File: config.mk
export PLATFORM = sky130hd
export DESIGN_NAME = axi_rd_slave
export DESIGN_NICKNAME = d
export VERILOG_FILES = /design/src/rtl/axi_rd_slave.sv
export SDC_FILE = /design/constraint.sdc
export NUM_CORES = 1
export LEC_CHECK = 0
export ABC_AREA = 1
export CAP_MARGIN = 20
export CELL_PAD_IN_SITES_DETAIL_PLACEMENT = 0
export CELL_PAD_IN_SITES_GLOBAL_PLACEMENT = 1
export CORE_MARGIN = 2
export CORE_UTILIZATION = 30
export CTS_CLUSTER_SIZE = 30
export DETAILED_ROUTE_END_ITERATION = 10
export PLACE_DENSITY_LB_ADDON = 0.1
export SYNTH_ARGS = -nofsm -noshare
export SYNTH_HDL_FRONTEND = slang
export SYNTH_SLANG_ARGS = --single-unit
export TNS_END_PERCENT = 50
File: constraint.sdc
create_clock -name clk -period 2.55 [get_ports clk]
set_clock_uncertainty 0.1 [all_clocks]
set_input_delay 0.255 -clock clk [delete_from_list [all_inputs] [get_ports clk]]
set_output_delay 0.255 -clock clk [all_outputs]
set_load 0.1 [all_outputs]
File: src/rtl/axi_rd_slave.sv
// AXI read-channel responder (AR/R) for the instruction/data memory.
// Accepts one AR request at a time, waits LATENCY cycles, then performs one
// synchronous memory read per beat and returns INCR/FIXED bursts on R with
// OKAY/SLVERR/DECERR responses.
module axi_rd_slave #(
  parameter logic [63:0] ADDR_BASE = 64'h8000_0000,
  parameter logic [63:0] MEM_BYTES = 64'h0800_0000,
  parameter int unsigned LATENCY   = 2
) (
  input  logic        clk,
  input  logic        rstn,
  input  logic [3:0]  ARID,
  input  logic [63:0] ARADDR,
  input  logic [7:0]  ARLEN,
  input  logic [2:0]  ARSIZE,
  input  logic [1:0]  ARBURST,
  input  logic [2:0]  ARPORT,
  input  logic        ARVALID,
  output logic        ARREADY,
  output logic [3:0]  RID,
  output logic [63:0] RDATA,
  output logic [1:0]  RRESP,
  output logic        RLAST,
  output logic        RVALID,
  input  logic        RREADY,
  output logic        mem_ren,
  output logic [63:0] mem_addr,
  input  logic [63:0] mem_rdata
);

  typedef enum logic [1:0] {
    S_IDLE  = 2'd0,
    S_WAIT  = 2'd1,
    S_FETCH = 2'd2,
    S_RESP  = 2'd3
  } state_t;

  localparam logic [7:0]  LAT8   = 8'(LATENCY);
  localparam logic [64:0] WIN_LO = {1'b0, ADDR_BASE};
  localparam logic [64:0] WIN_HI = {1'b0, ADDR_BASE} + {1'b0, MEM_BYTES};

  state_t      r_state;
  state_t      w_next;
  logic        r_arready;
  logic [3:0]  r_id;
  logic [63:0] r_addr;
  logic [7:0]  r_len;
  logic [2:0]  r_size;
  logic [1:0]  r_burst;
  logic [2:0]  r_prot;
  logic [7:0]  r_beat;
  logic [7:0]  r_cnt;
  logic        r_entry;
  logic [63:0] r_rdata;

  logic        w_arHs;
  logic        w_last;
  logic        w_inWin;
  logic        w_slverr;
  logic [1:0]  w_resp;
  logic [63:0] w_live;
  logic [63:0] w_nbytes;
  logic [63:0] w_nextAddr;
  logic        w_unusedProt;

  // Per-beat decode: response code, burst end, data seen on entry to RESP and the INCR step.
  always_comb begin
    w_arHs       = ARVALID && r_arready;
    w_last       = (r_beat == r_len);
    w_inWin      = ({1'b0, r_addr} >= WIN_LO) && ({1'b0, r_addr} < WIN_HI);
    w_slverr     = r_burst[1] || (r_size > 3'd3);
    w_resp       = 2'b00;
    if (w_slverr) begin
      w_resp = 2'b10;
    end else if (!w_inWin) begin
      w_resp = 2'b11;
    end
    w_live       = (w_resp == 2'b00) ? mem_rdata : 64'd0;
    w_nbytes     = 64'd1 << r_size;
    w_nextAddr   = (r_addr & ~(w_nbytes - 64'd1)) + w_nbytes;
    w_unusedProt = ^r_prot;
  end

  // Next-state logic for the single-outstanding read sequencer.
  always_comb begin
    w_next = r_state;
    case (r_state)
      S_IDLE: begin
        if (w_arHs) begin
          w_next = (LATENCY == 0) ? S_FETCH : S_WAIT;
        end
      end
      S_WAIT: begin
        if (r_cnt <= 8'd1) begin
          w_next = S_FETCH;
        end
      end
      S_FETCH: begin
        w_next = S_RESP;
      end
      S_RESP: begin
        if (RREADY) begin
          w_next = w_last ? S_IDLE : S_FETCH;
        end
      end
      default: begin
        w_next = S_IDLE;
      end
    endcase
  end

  // State register; a reset mid-burst drops straight back to IDLE.
  always_ff @(posedge clk) begin
    if (!rstn) begin
      r_state <= S_IDLE;
    end else begin
      r_state <= w_next;
    end
  end

  // Request capture, latency counter, beat/address advance and R data holding.
  always_ff @(posedge clk) begin
    if (!rstn) begin
      r_arready <= 1'b0;
      r_id      <= 4'd0;
      r_addr    <= 64'd0;
      r_len     <= 8'd0;
      r_size    <= 3'd0;
      r_burst   <= 2'b00;
      r_prot    <= 3'd0;
      r_beat    <= 8'd0;
      r_cnt     <= 8'd0;
      r_entry   <= 1'b0;
      r_rdata   <= 64'd0;
    end else begin
      r_arready <= (w_next == S_IDLE);
      r_entry   <= (r_state == S_FETCH);
      case (r_state)
        S_IDLE: begin
          if (w_arHs) begin
            r_id    <= ARID;
            r_addr  <= ARADDR;
            r_len   <= ARLEN;
            r_size  <= ARSIZE;
            r_burst <= ARBURST;
            r_prot  <= ARPORT;
            r_beat  <= 8'd0;
            r_cnt   <= LAT8;
          end
        end
        S_WAIT: begin
          r_cnt <= r_cnt - 8'd1;
        end
        S_RESP: begin
          if (r_entry) begin
            r_rdata <= w_live;
          end
          if (RREADY && !w_last) begin
            r_beat <= r_beat + 8'd1;
            if (r_burst == 2'b01) begin
              r_addr <= w_nextAddr;
            end
          end
        end
        default: begin
        end
      endcase
    end
  end

  // Memory read data is only valid in the first RESP cycle, so it is shown live
  // then and held from the register for the rest of a stalled beat.
  assign ARREADY  = r_arready;
  assign RID      = r_id;
  assign RVALID   = (r_state == S_RESP);
  assign RLAST    = (r_state == S_RESP) && w_last;
  assign RRESP    = (r_state == S_RESP) ? w_resp : 2'b00;
  assign RDATA    = ((r_state == S_RESP) && r_entry) ? w_live : r_rdata;
  assign mem_ren  = (r_state == S_FETCH) && (w_resp == 2'b00);
  assign mem_addr = {r_addr[63:3], 3'b000};

endmodule

# Yosys cells after proc, flatten, opt, wreduce, memory -nomap -nowiden
# Cells that the tools add are included.
# op_classes
reduce_logical,18
eq_ne,8
n_lt_le_gt_ge,4
n_bitwise,2
n_addsub,4
mux,19
shift,1
# ops
cell,n
2-to-1 mux 64 bit,5
one-hot mux 64 bit (2 select lines),1
adder 64 bit,1
AND 64 bit,1
greater-or-equal comparator 64 x 32 -> 1 bit (second input constant),1
less-than comparator 64 x 32 -> 1 bit (second input constant),1
inverter 64 bit,1
left shift 1 x 3 -> 64 bit (first input constant),1
subtractor 64 x 1 -> 64 bit (second input constant),1
one-hot mux 8 bit (2 select lines),2
2-to-1 mux 8 bit,3
2-to-1 mux 2 bit,7
adder 8 x 1 -> 8 bit (second input constant),1
equality test 8 bit,1
less-or-equal comparator 8 x 1 -> 1 bit (second input constant),1
one-hot mux 2 bit (4 select lines),1
subtractor 8 x 1 -> 8 bit (second input constant),1
logical AND 1 bit,6
logical NOT 2 bit,3
AND reduction 2 bit,3
equality test 2 x 1 -> 1 bit (second input constant),2
equality test 2 bit (second input constant),2
!= test 2 x 1 -> 1 bit (second input constant),2
AND reduction 4 bit,1
6 further kinds,7
# word_totals
reg_bits,165
in_bits,152

# Logic depth before layout (Yosys ltp)
# depth
ltp_word,8
depth_mapped,23
mapped_depth_nobuf,22

# Worst setup path after synthesis
# Ideal clock, no wire load.
# synth_path
kind,register to output
startpoint,register r_addr[43]
endpoint,output mem_ren
t_arrival_ns,3.197
path_stages_with_launch,7
path_buffers,1
path_slack_ns,-1.002
cell_sequence,dfxtp_1 > clkbuf_1 > nor4_1 > nand4_1 > nor4_1 > nand2_1 > nor3b_1
# synth_via
elab_chain_cells,6
elab_cells_between_ends,7
cone_classes,order compare: 2; mux: 2; reduce/logical: 3
# synth_rtl
item,line,rtl
start: declaration,46,logic [63:0] r_addr;
start signal: assignment,161,r_addr <= w_nextAddr;
greater-or-equal comparator 64 x 32 -> 1 bit / less-than comparator 64 x 32 -> 1 bit (equally long branches),70,"w_inWin = ({1'b0, r_addr} >= WIN_LO) && ({1'b0, r_addr} < WIN_HI);"
logical AND 1 bit *,70,
2-to-1 mux 2 bit *,75,end else if (!w_inWin) begin
2-to-1 mux 2 bit *,73,if (w_slverr) begin
logical NOT 2 bit *,179,assign mem_ren = (r_state == S_FETCH) && (w_resp == 2'b00);
logical AND 1 bit *,179,
end: declaration,26,"output logic mem_ren,"
# Mark *: on every way between the ends. The rest lies on a longest branch, timed or not.

# Final worst setup path
# layout_path
startpoint,register r_addr[43]
endpoint,output RDATA[24]
# layout_via
elab_chain_cells,7
elab_cells_between_ends,8
cone_classes,order compare: 2; mux: 4; reduce/logical: 2
# layout_rtl
item,line,rtl
greater-or-equal comparator 64 x 32 -> 1 bit / less-than comparator 64 x 32 -> 1 bit (equally long branches),70,
logical AND 1 bit *,70,
2-to-1 mux 2 bit *,75,
2-to-1 mux 2 bit *,73,
logical NOT 2 bit *,78,w_live = (w_resp == 2'b00) ? mem_rdata : 64'd0;
2-to-1 mux 64 bit *,78,
2-to-1 mux 64 bit *,178,assign RDATA = ((r_state == S_RESP) && r_entry) ? w_live : r_rdata;
end: declaration,21,"output logic [63:0] RDATA,"
# Marks and branches as above.

==> impl_metrics.prom <==
# TYPE chip_impl_metric gauge
chip_impl_info{name="worst_setup_path_start_kind",value="flip-flop"} 1
chip_impl_metric{name="routed-wl-met3",unit="um"} 2674
chip_impl_metric{name="hold_buffers",unit=""} 0
chip_impl_info{name="timing.critical_path.to_type",value="output pin"} 1
chip_impl_metric{name="ys_ff_latch",unit=""} 165
chip_impl_metric{name="clockBufferDepth",unit=""} 2
chip_impl_metric{name="worstPathMaxFanout",unit=""} 5
chip_impl_metric{name="core-area",unit="um2"} 35570
chip_impl_metric{name="fp.dieArea",unit="um2"} 37590
chip_impl_info{name="critPathKind",value="reg -> out"} 1
chip_impl_metric{name="netlist-cell-type-count",unit=""} 47
chip_impl_metric{name="route.vias.total",unit=""} 13180
chip_impl_metric{name="report.final.hold_viol_count",unit=""} 0
chip_impl_metric{name="crit_required",unit="ns"} 2.19
chip_impl_metric{name="numClockSinks",unit=""} 165
chip_impl_metric{name="setup_tns",unit="ns"} -34.17
chip_impl_metric{name="max_freq",unit="MHz"} 328.7
chip_impl_metric{name="max_cap_viol_count",unit=""} 0
chip_impl_metric{name="instances_no_fill",unit=""} 2738
chip_impl_metric{name="irDropWorstVdd",unit="uV"} 1152
chip_impl_info{name="cts_tree",value="built"} 1
chip_impl_metric{name="fin_crit",unit="ns"} 3.042
chip_impl_metric{name="avg_cell_area_syn",unit="um2"} 6.079
chip_impl_metric{name="grt_max_degree",unit=""} 107
chip_impl_metric{name="syn_to_final_growth",unit="%"} 74.91
chip_impl_metric{name="clock_buffer_count_from_cts",unit=""} 17
chip_impl_metric{name="maxSlewHeadroom",unit="%"} 57.47
chip_impl_metric{name="antenna_violating_nets_post_route",unit=""} 0
chip_impl_metric{name="p_leak",unit="uW"} 0.007943
chip_impl_info{name="post-synth-top-count-cell",value="nand2_1"} 1
chip_impl_metric{name="layout.nets",unit=""} 2426
chip_impl_metric{name="die_width",unit="um"} 193.9
chip_impl_metric{name="grtUsageTotal",unit="%"} 25.04
chip_impl_metric{name="setup_viol",unit=""} 115
chip_impl_metric{name="cp_data_arrival_time",unit="ns"} 2.69
chip_impl_metric{name="die_height",unit="um"} 193.9
chip_impl_metric{name="cts.clk_slew.worst_paths",unit="ns"} 0.07
chip_impl_metric{name="drive_above_1_share",unit="%"} 38.35
chip_impl_info{name="ctsRootBufferMaster",value="clkbuf_16"} 1
chip_impl_metric{name="detailedRoute.firstIterationViolations",unit=""} 605
chip_impl_metric{name="place.detailed.instances",unit=""} 2667
chip_impl_info{name="worstSetupStartpoint",value="r_addr[43]$_SDFFE_PN0P_"} 1
chip_impl_metric{name="synthesis.area",unit="um2"} 10820
chip_impl_metric{name="clock_latency_on_the_worst_skew_pair",unit="ns"} 0.46
chip_impl_metric{name="finalInstanceArea",unit="um2"} 18920
chip_impl_info{name="post-synth-top-area-cell",value="dfxtp_1"} 1
chip_impl_info{name="hold_path_startpoint",value="rstn"} 1
chip_impl_metric{name="grt.overflow.total",unit=""} 0
chip_impl_metric{name="grt_antenna_before_repair",unit=""} 4
chip_impl_metric{name="yosys_warnings",unit=""} 0
chip_impl_metric{name="core.rowCount",unit=""} 69
chip_impl_info{name="synthTopCellsByArea",value="dfxtp_1, nand2_1, nand3_1, nor2_1, a21oi_1"} 1
chip_impl_metric{name="final.period_utilization",unit="%"} 119.3
chip_impl_metric{name="design.portCount",unit=""} 290
chip_impl_info{name="outcome",value="finished with violations"} 1
chip_impl_metric{name="seq_area_frac_synth",unit="%"} 30.54
chip_impl_metric{name="slew_violations",unit=""} 0
chip_impl_metric{name="synth_edf_count",unit=""} 0
chip_impl_metric{name="synth_top_area_share",unit="%"} 30.54
chip_impl_metric{name="wire_length_of_the_first_global_routing_pass",unit="um"} 73640
chip_impl_metric{name="dpl_cell_area",unit="um2"} 16360
chip_impl_metric{name="place_congestion",unit=""} 0.9138
chip_impl_info{name="maxUsedRoutingLayer",value="met5"} 1
chip_impl_metric{name="cts.htree.levels",unit=""} 4
chip_impl_metric{name="tightestPinTransition",unit="ns"} 0.6380
chip_impl_metric{name="wirelength_met1",unit="um"} 20510
chip_impl_metric{name="post_synth_inst_count",unit=""} 1779
chip_impl_info{name="ys_top_cells_by_count",value="nand2_1, nand3_1, nor2_1"} 1
chip_impl_metric{name="via_per_inst",unit=""} 4.814
chip_impl_info{name="min-delay-path-class",value="in -> reg"} 1
chip_impl_metric{name="dp.final_hpwl",unit="um"} 35960
chip_impl_metric{name="wl_met2",unit="um"} 23300
chip_impl_metric{name="detail_route.first_pass.iterations",unit=""} 7
chip_impl_metric{name="totalWireLength",unit="um"} 47720
chip_impl_metric{name="fin_ws",unit="ns"} -0.4924
chip_impl_info{name="violations",value="negative setup slack"} 1
chip_impl_metric{name="drcViolationCount",unit=""} 0
chip_impl_metric{name="synth-async-reset-ratio",unit="%"} 0
chip_impl_metric{name="wl_per_cell",unit="um"} 17.43
chip_impl_metric{name="floorplan.initialDensity",unit="%"} 30.41
chip_impl_metric{name="ff2ff_setup_slack",unit="ns"} -0.28
chip_impl_metric{name="io_buffer_count",unit=""} 283
chip_impl_metric{name="pwr_density_cell",unit="nW/um2"} 896.1
chip_impl_info{name="critical_path.reg2reg.startpoint",value="r_size[2]$_SDFFE_PN0P_"} 1
chip_impl_info{name="rsz_0062_raised_after_global_routing",value="true"} 1
chip_impl_metric{name="via_count_of_the_first_global_routing_pass",unit=""} 13080
chip_impl_info{name="synth_top_flop_cell",value="dfxtp_1"} 1
[final cells by class]
| type | count | area [um2] |
|---|---|---|
| inverter | 166 | 641.9 |
| sequential | 165 | 3311 |
| tap | 461 | 576.8 |
| clock buffer | 18 | 439.2 |
| clock inverter | 14 | 192.7 |
| timing repair buffer | 598 | 6172 |
| multi-input combinational | 1313 | 7576 |
| fill | 3561 | 16650 |
| antenna | 3 | 7.507 |
[worst max-delay path: stages (launching register included)]
cell	delay, ns
dfxtp_1	0.31
nor4_1	0.27
buf_4	0.16
nand4_1	0.12
buf_6	0.17
nor4_4	0.16
nand2_2	0.13
nor2_4	0.12
buf_4	0.13
buf_12	0.13
clkbuf_16	0.15
nand3_1	0.10
nand2_2	0.10
buf_12	0.17
[where the power goes]
group,leakage (uW),total (uW),internal [uW],switching [uW]
Sequential,0.00135,3670,3150,520
Clock,0.000309,2860,1600,1260
Combinational,0.00629,10400,3440,6980
[cell families after synthesis]
logic type	share of synthesized area (%)
AND/OR/NAND/NOR	40.94
buffers and inverters	13.49
AO/OA/AOI/OAI	12.10
flip-flops	30.54
XOR/XNOR	1.296
adder cells (fa/ha/maj)	1.504
other	0.03467
multiplexers	0.09255
[state kept, by name, summed over array words and instances (netlist names)]
name and count:
ARREADY 1, RID 4, r_addr 64, r_beat 8, r_burst 2, r_cnt 8
r_entry 1, r_len 8, r_rdata 64, r_size 3, r_state 2
[path summary, 6_finish.rpt]
kind | to | cells past startpoint
setup / recovery | RDATA[24] | 13
hold reg to reg | r_len[6]$_SDFFE_PN0P_ | 2
setup reg to reg | r_addr[21]$_SDFFE_PN0P_ | 20
hold / removal | r_addr[11]$_SDFFE_PN0P_ | 3
[routing by layer]
metal  global-route usage [%]  up-vias
met5                        0        -
met4                    7.772        2
met3                    6.210       51
met2                    43.15      299
met1                    30.67     6166
li1                         -     6664
[metrics by stage]
stage	utilization [%]	worst slack (ns)	hold WS, ns	total power, uW
2_1_floorplan	-	-0.1496	0.2899	10300
3_3_place_gp	45.99	-0.7049	0.3573	13210
3_5_place_dp	45.99	-0.7482	0.3606	13270
4_1_cts	51.85	-0.5105	0.2613	16850
5_1_grt	53.18	-0.6564	0.2905	17910
6_report	53.18	-0.4924	0.2595	16950
[cells in the final DEF, fill, tap and decap left out, drive strengths merged, types with 5 or more instances in the layout]
| cell | synthesis | layout |
|---|---|---|
| nand2 | 507 | 508 |
| buf | 101 | 448 |
| nor2 | 230 | 230 |
| nand3 | 226 | 226 |
| inv | 164 | 168 |
| dfxtp | 165 | 165 |
| a21oi | 161 | 161 |
| clkdlybuf4s50 | 0 | 147 |
| o21ai | 79 | 79 |
| nand4 | 27 | 27 |
| clkbuf | 37 | 21 |
| ha | 13 | 13 |
| xor2 | 11 | 11 |
| nor3 | 9 | 9 |
| or2 | 8 | 8 |
| clkinv | 2 | 8 |
| nor4 | 7 | 7 |
| nand3b | 6 | 6 |
| xnor2 | 5 | 5 |
[what timing repair did]
| action | in CTS | in global routing |
|---|---|---|
| setup endpoints to repair | 126 | 140 |
| hold endpoints to repair | 0 | 0 |
| pin swaps | 112 | 54 |
| gates cloned | 5 | 3 |
| setup buffers | 21 | 9 |
| gates resized for setup | 334 | 91 |
No activity file was read; power rests on OpenSTA's default activity.
